`src/rtl/fmas_issue.sv`:
```
// fmas_issue: issue sequencer for the single-precision FMA pipeline with an in-order result FIFO.
// Optional feature macro FMAS_ISSUE_PERF_EN adds saturating perf_issued/perf_stall counters.
module fmas_issue #(
    parameter int FMA_LAT = 2,
    parameter int DEPTH   = 4,
    parameter int TAGW    = 4
) (
    input  logic            clk,
    input  logic            reset_n,
    input  logic            in_valid,
    output logic            in_ready,
    input  logic [31:0]     in_x,
    input  logic [31:0]     in_y,
    input  logic [31:0]     in_z,
    input  logic [TAGW-1:0] in_tag,
    output logic            fma_req,
    output logic [31:0]     fma_x,
    output logic [31:0]     fma_y,
    output logic [31:0]     fma_z,
    input  logic [31:0]     fma_rslt,
    input  logic [4:0]      fma_flag,
    output logic            out_valid,
    input  logic            out_ready,
    output logic [31:0]     out_rslt,
    output logic [4:0]      out_flag,
    output logic [TAGW-1:0] out_tag,
    output logic [4:0]      fflags,
    input  logic            fflags_clr,
    output logic            busy
`ifdef FMAS_ISSUE_PERF_EN
    ,
    output logic [31:0]     perf_issued,
    output logic [31:0]     perf_stall
`endif
);

    localparam int PW = (DEPTH > 1) ? $clog2(DEPTH) : 1;
    localparam int CW = $clog2(DEPTH + 1);
    localparam int IW = $clog2(FMA_LAT + 1);

    function automatic logic [IW-1:0] ones_count(input logic [FMA_LAT-1:0] v);
        logic [IW-1:0] n;
        n = {IW{1'b0}};
        for (int i = 0; i < FMA_LAT; i++) begin
            n = n + IW'(v[i]);
        end
        return n;
    endfunction

    function automatic logic [PW-1:0] ptr_inc(input logic [PW-1:0] p);
        if (p == PW'(DEPTH - 1)) begin
            return {PW{1'b0}};
        end else begin
            return p + PW'(1'b1);
        end
    endfunction

    logic                alive_r;
    logic [FMA_LAT-1:0]  vp_r;
    logic [TAGW-1:0]     tp_r [FMA_LAT];
    logic [31:0]         mem_rslt_r [DEPTH];
    logic [4:0]          mem_flag_r [DEPTH];
    logic [TAGW-1:0]     mem_tag_r  [DEPTH];
    logic [PW-1:0]       wr_ptr_r;
    logic [PW-1:0]       rd_ptr_r;
    logic [CW-1:0]       count_r;
    logic [4:0]          fflags_r;

    logic [IW-1:0]       inflight_s;
    logic                credit_ok_s;
    logic                wr_s;
    logic                rd_s;
    logic                full_s;
    logic [CW-1:0]       count_nxt_s;
    logic [4:0]          fflags_nxt_s;

    // Credit counts only registered state so in_ready never depends on out_ready.
    assign inflight_s  = ones_count(vp_r);
    assign credit_ok_s = (32'(count_r) + 32'(inflight_s)) < 32'(DEPTH);
    assign in_ready    = alive_r & credit_ok_s;
    assign fma_req     = in_valid & in_ready;
    assign fma_x       = in_x;
    assign fma_y       = in_y;
    assign fma_z       = in_z;

    assign wr_s      = vp_r[FMA_LAT-1];
    assign out_valid = (count_r != {CW{1'b0}});
    assign rd_s      = out_valid & out_ready;
    assign full_s    = (count_r == CW'(DEPTH));
    assign out_rslt  = mem_rslt_r[rd_ptr_r];
    assign out_flag  = mem_flag_r[rd_ptr_r];
    assign out_tag   = mem_tag_r[rd_ptr_r];
    assign fflags    = fflags_r;
    assign busy      = (|vp_r) | out_valid;

    // Next FIFO occupancy and sticky flags; a clear never drops bits retiring this cycle.
    always_comb begin
        count_nxt_s = count_r;
        case ({wr_s, rd_s})
            2'b10:   count_nxt_s = count_r + CW'(1'b1);
            2'b01:   count_nxt_s = count_r - CW'(1'b1);
            default: count_nxt_s = count_r;
        endcase
        if (fflags_clr) begin
            fflags_nxt_s = wr_s ? fma_flag : 5'b00000;
        end else begin
            fflags_nxt_s = fflags_r | (wr_s ? fma_flag : 5'b00000);
        end
    end

    // Acceptance gate and in-flight valid/tag pipes aligned with the FMA latency.
    always_ff @(posedge clk or negedge reset_n) begin
        if (!reset_n) begin
            alive_r <= 1'b0;
            vp_r    <= {FMA_LAT{1'b0}};
            for (int i = 0; i < FMA_LAT; i++) begin
                tp_r[i] <= {TAGW{1'b0}};
            end
        end else begin
            alive_r <= 1'b1;
            vp_r[0] <= fma_req;
            tp_r[0] <= in_tag;
            for (int i = 1; i < FMA_LAT; i++) begin
                vp_r[i] <= vp_r[i-1];
                tp_r[i] <= tp_r[i-1];
            end
        end
    end

    // Result FIFO storage, pointers, occupancy and sticky flags.
    always_ff @(posedge clk or negedge reset_n) begin
        if (!reset_n) begin
            wr_ptr_r <= {PW{1'b0}};
            rd_ptr_r <= {PW{1'b0}};
            count_r  <= {CW{1'b0}};
            fflags_r <= 5'b00000;
            for (int i = 0; i < DEPTH; i++) begin
                mem_rslt_r[i] <= 32'h0000_0000;
                mem_flag_r[i] <= 5'b00000;
                mem_tag_r[i]  <= {TAGW{1'b0}};
            end
        end else begin
            if (wr_s) begin
                mem_rslt_r[wr_ptr_r] <= fma_rslt;
                mem_flag_r[wr_ptr_r] <= fma_flag;
                mem_tag_r[wr_ptr_r]  <= tp_r[FMA_LAT-1];
                wr_ptr_r             <= ptr_inc(wr_ptr_r);
            end else begin
                wr_ptr_r <= wr_ptr_r;
            end
            if (rd_s) begin
                rd_ptr_r <= ptr_inc(rd_ptr_r);
            end else begin
                rd_ptr_r <= rd_ptr_r;
            end
            count_r  <= count_nxt_s;
            fflags_r <= fflags_nxt_s;
        end
    end

`ifdef FMAS_ISSUE_PERF_EN
    logic [31:0] perf_issued_r;
    logic [31:0] perf_stall_r;

    assign perf_issued = perf_issued_r;
    assign perf_stall  = perf_stall_r;

    // Saturating issue and back-pressure counters.
    always_ff @(posedge clk or negedge reset_n) begin
        if (!reset_n) begin
            perf_issued_r <= 32'h0000_0000;
            perf_stall_r  <= 32'h0000_0000;
        end else begin
            if (fma_req && (perf_issued_r != 32'hFFFF_FFFF)) begin
                perf_issued_r <= perf_issued_r + 32'h0000_0001;
            end else begin
                perf_issued_r <= perf_issued_r;
            end
            if (in_valid && !in_ready && (perf_stall_r != 32'hFFFF_FFFF)) begin
                perf_stall_r <= perf_stall_r + 32'h0000_0001;
            end else begin
                perf_stall_r <= perf_stall_r;
            end
        end
    end
`endif

    fmas_issue_chk u_chk (
        .clk     (clk),
        .reset_n (reset_n),
        .wr      (wr_s),
        .rd      (rd_s),
        .full    (full_s)
    );

endmodule

// fmas_issue_chk: protocol assertions for the result FIFO.
module fmas_issue_chk (
    input logic clk,
    input logic reset_n,
    input logic wr,
    input logic rd,
    input logic full
);

    a_no_overflow: assert property (@(posedge clk) disable iff (!reset_n) !(wr && full && !rd));

endmodule

```
`config.mk`:
```
export PLATFORM = sky130hd
export DESIGN_NAME = fmas_issue
export DESIGN_NICKNAME = d
export VERILOG_FILES = /design/src/rtl/fmas_issue.sv
export SDC_FILE = /design/constraint.sdc
export NUM_CORES = 1
export LEC_CHECK = 0
export ABC_AREA = 1
export BUFFER_PORTS_ARGS = -buffer_cell sky130_fd_sc_hd__buf_2
export CORE_MARGIN = 5
export CORE_UTILIZATION = 35
export CTS_CLUSTER_DIAMETER = 30
export DETAILED_ROUTE_END_ITERATION = 12
export PLACE_DENSITY_LB_ADDON = 0.08
export SETUP_SLACK_MARGIN = 0.2
export SKIP_LAST_GASP = 1
export SYNTH_ARGS = -nofsm -noshare
export SYNTH_HDL_FRONTEND = slang
export SYNTH_SLANG_ARGS = --single-unit
```
`constraint.sdc`:
```
create_clock -name clk -period 2.2 [get_ports clk]
set_input_delay 0.22 -clock clk [delete_from_list [all_inputs] [get_ports clk]]
set_output_delay 0.22 -clock clk [all_outputs]
set_load 0.01 [all_outputs]
```
==> results of run 1 <==
[metal layers]
metal,GRT usage [%],up-vias,share of wire [%]
li1,-,3286,-
met1,21.0,3134,49
met2,23.7,133,46
met3,2.87,35,3.8
met4,4.79,0,1.2
met5,0,-,0
[area by class of cell]
class | count | area, sq um | share of cell area [%]
Clock buffer | 18 | 439 | 4.40
Tap cell | 335 | 419 | 4.20
Multi-Input combinational cell | 581 | 2820 | 28.3
Inverter | 143 | 538 | 5.39
Sequential cell | 187 | 4680 | 46.9
Timing Repair Buffer | 131 | 953 | 9.55
Clock inverter | 14 | 128 | 1.28
[how the worst max path moves through the flow]
stage | from | end | slack, ns
floorplan | count_r[0] | count_r[2] | 0.47
global placement | count_r[0] | count_r[2] | 0.41
detailed placement | count_r[0] | count_r[2] | 0.36
CTS | rd_ptr_r[0] | out_flag[4] | 0.21
global route | rd_ptr_r[0] | out_rslt[21] | 0.18
finish | rd_ptr_r[0] | out_rslt[15] | 0.23
[through the flow]
stage	cells	power [mW]
2_1_floorplan	1068	10.0
3_3_place_gp	1363	11.9
3_5_place_dp	1363	12.0
4_1_cts	1404	15.1
5_1_grt	1409	16.4
6_report	1409	15.0
[logic make-up after synthesis]
family	Yosys count
buffers and inverters	300
other	1
AOI/OAI and AO/OA	255
xor gates and xnor gates	1
and+or+nand+nor	316
adders and majority gates	8
DFF	187
[layout by cell type (no fill, tap or decap)]
| cell type | synthesis | layout |
|---|---|---|
| nand2_1 | 303 | 303 |
| dfrtp_1 | 187 | 185 |
| o21ai_0 | 158 | 158 |
| inv_1 | 142 | 141 |
| buf_2 | 27 | 95 |
| o211ai_1 | 82 | 82 |
| clkbuf_16 | 0 | 19 |
| buf_4 | 104 | 13 |
| buf_12 | 0 | 11 |
| o21ai_1 | 9 | 9 |
| ha_1 | 7 | 7 |
| dlygate4sd3_1 | 0 | 6 |
| o22ai_1 | 5 | 5 |
| inv_6 | 0 | 5 |
| clkinv_2 | 0 | 3 |
| nor2_1 | 4 | 3 |
| nand2_2 | 3 | 3 |
| nand3_1 | 4 | 3 |
| inv_8 | 0 | 3 |
| clkbuf_8 | 1 | 3 |
| clkinvlp_4 | 0 | 2 |
| buf_6 | 7 | 2 |
| nand3_2 | 0 | 1 |
| clkinv_1 | 1 | 1 |
| nor2_2 | 0 | 1 |
| nand2_4 | 1 | 1 |
| xnor2_1 | 1 | 1 |
| a21oi_1 | 1 | 1 |
| nand4_1 | 1 | 1 |
| fa_1 | 1 | 1 |
| conb_1 | 1 | 1 |
| clkinv_4 | 0 | 1 |
| clkinv_8 | 0 | 1 |
| dfrtp_4 | 0 | 1 |
| dfrtp_2 | 0 | 1 |
[sequential cells by signal, summed over array words and instances (netlist names)]
name	flops
alive_r	1
count_r	3
fflags	5
mem_flag_r	20
mem_rslt_r	128
mem_tag_r	16
rd_ptr_r	2
tp_r	8
vp_r	2
wr_ptr_r	2
[where the power goes]
part | internal [mW] | switching (mW) | total, mW
clock | 1.53 | 1.46 | 2.99
sequential | 5.06 | 0.881 | 5.94
combinational | 2.52 | 3.56 | 6.07
total | 9.10 | 5.90 | 15.0
[critical path, cell delays in order (launching register included)]
cell and delay, ns:
dfrtp_4 0.49, buf_4 0.19, buf_12 0.17, o211ai_1 0.18, nand2_1 0.12, buf_2 0.16
[what timing repair did]
action / in CTS / in global routing
resized for setup: 2 / 4
pin swaps: 0 / 7
setup buffers: 3 / 3
cloned: 0 / 2
endpoints found under the hold margin: 36 / 0
hold buffers: 6 / 0
endpoints found under the setup margin: 41 / 18
==> flow_summary_export.csv, run 1 <==
group,metric,value,unit
grt,grt_usage,15.0,%
hold_path,min_path_type,"input port to register",
drt,antenna_left,0,
yosys,synth_edf_count,0,
critical_path,crit_path_start_kind,"register",
drt,drc_errors,0,
drt,wl_per_cell,15.4,um
power,powerDensity,1500,nW/um^2
die,core-area,25800,sq um
cells_and_area,final_cell_area,9990,sq um
timing,max_freq,509,MHz
die,rows,59,
yosys,yosys_most_used_dff,"dfrtp_1",
critical_path,rr_endpoint,"count_r[1]",
critical_path,endpoint_kind,"output pin",
yosys,synth-compound-area-share,16.3,%
yosys,ys_top_cells_by_count,"nand2_1, dfrtp_1, o21ai_0",
critical_path,r2r_start,"count_r[0]",
cts,ctsLongestPathBuffers,2,
status,status,"complete, no violations",
drt,dr.pass1.iters,5,
drt,vias,6588,
yosys,synthesis.area_per_instance,8.53,sq um
drt,routed_via_density,4.68,
power,ir_worst_vdd,0.448,mV
cts,clk_latency,0.43,ns
drt,drtIter0Drc,422,
yosys,synth_most_common_cell,"nand2_1",
cells_and_area,area_growth_syn_to_layout,9.63,%
die,start_util,35.3,%
timing,worst_slack,0.234,ns
timing,holdWs,0.0407,ns
critical_path,reg2reg_setup_slack,0.45,ns
die,die_h,171,um
grt,overflow,0,
yosys,synth.ff_latch_count,187,
yosys,synth_warnings,0,
cells_and_area,finalCoreUtilization,38.6,%
grt,grt_start_max_net_pins,83,
yosys,synth_area_leaders,"dfrtp_1, nand2_1, o21ai_0",
placed_design,gp_congestion,0.743,
cells_and_area,nets,1211,
yosys,synth_cells,1068,
yosys,async_reset_ff_share,100,%
grt,antenna_found_initial,0,
grt,grt_pass1_wl,34900,um
critical_path,cp_max_fo,22,
hold_path,holdPathEnd,"fflags[3]",
cells_and_area,drive_gt1_share,15.5,%
grt,grt_pass1_vias,6490,
yosys,synth_nets,1218,
power,leakagePower,5.15,nW
yosys,ys_seq_area_share,51.4,%
timing,clock_skew,0.0135,ns
timing,rsz0062_at_grt,"yes",
hold_path,min_from,"fflags_clr",
yosys,synthAdderAreaFrac,1.18,%
timing,fin_crit_sh,89.4,%
die,dieWidth,171,um
yosys,ys_types,23,
cts,cts_root_buf,"clkbuf_16",
timing,finalSetupViolCount,0,
die,ioPinCount,288,
cells_and_area,fill_cells,2749,
cts,clock_sinks,187,
cts,tritoncts,"built",
timing,slew_violations,0,
timing,tns,0,ns
critical_path,r2r_cells,8,
timing,hold_viol,0,
placed_design,placedInstanceArea,9240,sq um
yosys,yosys.area_share.simple,13.3,%
yosys,netlist.area_leader.share,51.4,%
critical_path,cp.arrival,1.75,ns
flow_run,maxCapViolCount,0,
cts,htree_levels,4,
cts,clk_pin_slew,0.08,ns
cells_and_area,diodes,0,
yosys,synth.area.mux_share,0,%
yosys,synth_area,9110,sq um
die,die_area,29400,sq um
placed_design,hpwlAfterDp,13400,um
yosys,yosys.area.top_type,"dfrtp_1",
drt,routed_wl,21700,um
timing,period_needed,1.97,ns
yosys,synth_top_family_by_area,"buffers and inverters",
critical_path,crit_type,"register to output pin",
placed_design,pre_cts_slack,0.357,ns
cts,cts_buffers,17,
placed_design,portBuffers,95,
critical_path,worst_ep_required_time,1.98,ns
hold_path,hold_path_depth,2,
yosys,synth-xor-area-share,0.0962,%
Note: power is estimated with default switching activity, not from simulation.
==> run 2, diff against run 1 <==
==> constraint.sdc (replaced) <==
create_clock -name clk -period 1.7 [get_ports clk]
set_input_delay 0.17 -clock clk [delete_from_list [all_inputs] [get_ports clk]]
set_output_delay 0.17 -clock clk [all_outputs]
set_load 0.01 [all_outputs]
==> run 2 against run 1 <==
Design area rose by 1.1%. Sequential cell count did not move. Worst hold slack improved by 0.0021 ns. Critical path depth fell by 1. The flow now finishes with violations (setup timing). Combinational power rose by 30%. Clock skew fell by 0.0044 ns. Non-clock buffer count rose by 3. Setup slack got worse by 0.35 ns.
==> flow_summary_export.csv, run 2 (synthesis gave the netlist of run 1 again) <==
group,metric,value,unit
status,status,"finished, violations left",
status,violations,"setup timing",
critical_path,r2r_start,"count_r[0]",
die,core-area,25800,sq um
timing,worst_slack,-0.112,ns
critical_path,cp_max_fo,38,
power,ir_worst_vdd,0.710,mV
placed_design,portBuffers,95,
grt,overflow,0,
timing,max_freq,552,MHz
critical_path,path_delay_family,"flip-flops",
critical_path,cpPeakStageDelay,0.53,ns
timing,slew_violations,0,
timing,rsz0062_at_grt,"yes",
cells_and_area,diodes,0,
drt,antenna_left,0,
power,powerDensity,1940,nW/um^2
critical_path,crit_path_start_kind,"register",
grt,antenna_found_initial,0,
hold_path,min_path_type,"input port to register",
cells_and_area,top_register,"mem_rslt_r",
critical_path,r2r_cells,9,
cells_and_area,drive_gt1_share,16.8,%
cts,cts_buffers,17,
die,die_area,29400,sq um
drt,drc_errors,0,
drt,wl_per_cell,14.6,um
timing,holdWs,0.0428,ns
cts,clk_pin_slew,0.08,ns
hold_path,hold_path_depth,3,
timing,tns,-2.52,ns
die,ioPinCount,288,
cts,htree_levels,4,
die,rows,59,
cells_and_area,reg_top3,"mem_rslt_r (128), mem_flag_r (20), mem_tag_r (16)",
drt,vias,6408,
grt,grt_pass1_wl,34400,um
flow_run,maxCapViolCount,0,
critical_path,worst_ep_required_time,1.53,ns
timing,fin_crit_sh,107,%
hold_path,holdPathEnd,"fflags[1]",
cells_and_area,layout_common_cells,"nand2_1, dfrtp_1, o21ai_0",
drt,routed_via_density,4.54,
drt,dr.pass1.iters,4,
cts,ctsLongestPathBuffers,2,
die,die_h,171,um
grt,grt_start_max_net_pins,64,
grt,grt_usage,14.5,%
die,start_util,35.3,%
critical_path,crit_type,"register to output pin",
critical_path,reg2reg_setup_slack,0.10,ns
cells_and_area,fill_cells,2749,
critical_path,cp.arrival,1.64,ns
cells_and_area,area_growth_syn_to_layout,10.9,%
power,finalPower,19.6,mW
hold_path,min_from,"fma_flag[1]",
power,leakagePower,5.18,nW
drt,routed_wl,20700,um
grt,grt_pass1_vias,6550,
timing,finalSetupViolCount,42,
cts,clk_latency,0.43,ns
cells_and_area,nets,1214,
critical_path,endpoint_kind,"output pin",
placed_design,hpwlAfterDp,13300,um
cells_and_area,layout_commonest_cell,"nand2_1",
placed_design,gp_congestion,0.689,
die,dieWidth,171,um
cts,tritoncts,"built",
critical_path,cp_num_buf_inv,2,
drt,drtIter0Drc,400,
timing,period_needed,1.81,ns
cells_and_area,final_cell_area,10100,sq um
timing,hold_viol,0,
critical_path,crit_path_top_delay_cell,"dfrtp_4",
timing,clock_skew,0.00912,ns
cts,clock_sinks,187,
cts,cts_root_buf,"clkbuf_16",
cells_and_area,largest_register_ffs,128,
critical_path,path_cells,"buf_12 > o211ai_1 > nand2_1 > buf_2",
critical_path,rr_endpoint,"count_r[1]",
placed_design,placedInstanceArea,9340,sq um
[run 2: cell types whose count changed in the layout (fill, tap and decap cells not counted), sizes merged]
cell	previous run	this run
clkinv	6	4
dlygate4sd3	6	7
bufinv	0	2
inv	149	150
clkbuf	22	18
buf	121	126
[run 2: how the worst max path moves through the flow]
| stage | start | endpoint | slack [ns] | depth (start not counted) |
|---|---|---|---|---|
| floorplan | count_r[0] | count_r[1] | 0.18 | 8 |
| global placement | count_r[0] | count_r[2] | 0.16 | 11 |
| detailed placement | count_r[0] | count_r[1] | 0.11 | 8 |
| CTS | rd_ptr_r[0] | out_rslt[30] | -0.14 | 4 |
| global route | rd_ptr_r[0] | out_rslt[6] | -0.20 | 4 |
| finish | rd_ptr_r[0] | out_rslt[30] | -0.11 | 4 |
[run 2: metrics by stage]
| step | utilization (%) | instances | worst slack (ns) |
|---|---|---|---|
| after floorplan | - | 1068 | 0.181 |
| after global placement | 36.1 | 1366 | 0.159 |
| after detailed placement | 36.1 | 1366 | 0.112 |
| after CTS | 38.9 | 1409 | -0.136 |
| after global routing | 39.1 | 1412 | -0.196 |
| final | 39.1 | 1412 | -0.112 |
[run 2: what timing repair did]
action                                  CTS  global route
buffers inserted                          4             3
gates cloned                              0             0
gates resized for setup                   6             7
pin swaps                                 1            11
hold buffers                              7             0
endpoints found under the setup margin   46            47
hold endpoints to repair                197             0
[run 2: area by class of cell]
| class | count | area, sq um | share of cell area [%] |
|---|---|---|---|
| Multi-Input combinational cell | 581 | 2860 | 28.3 |
| Sequential cell | 187 | 4690 | 46.4 |
| Timing Repair Buffer | 134 | 987 | 9.77 |
| Clock buffer | 17 | 425 | 4.21 |
| Inverter | 143 | 546 | 5.40 |
| Tap cell | 335 | 419 | 4.15 |
| Clock inverter | 15 | 178 | 1.76 |
[run 2: tightest hold or removal path: cells and delay by family]
kind	cells	cell delay (ns)
AO/OA/AOI/OAI	1	0.11
buffers and inverters	2	0.14
[run 2: report_power, final]
part / internal (mW) / switching (mW)
logic: 3.29 / 4.61
registers: 6.54 / 1.09
clock network: 2.23 / 1.86
[run 2: routing by layer]
metal | vias to the layer above | wire (um) | global-route usage [%]
met2 | 128 | 8910 | 22.2
met4 | 0 | 256 | 4.93
met5 | - | 0 | 0
li1 | 3289 | - | -
met3 | 38 | 917 | 2.51
met1 | 2953 | 10600 | 21.1
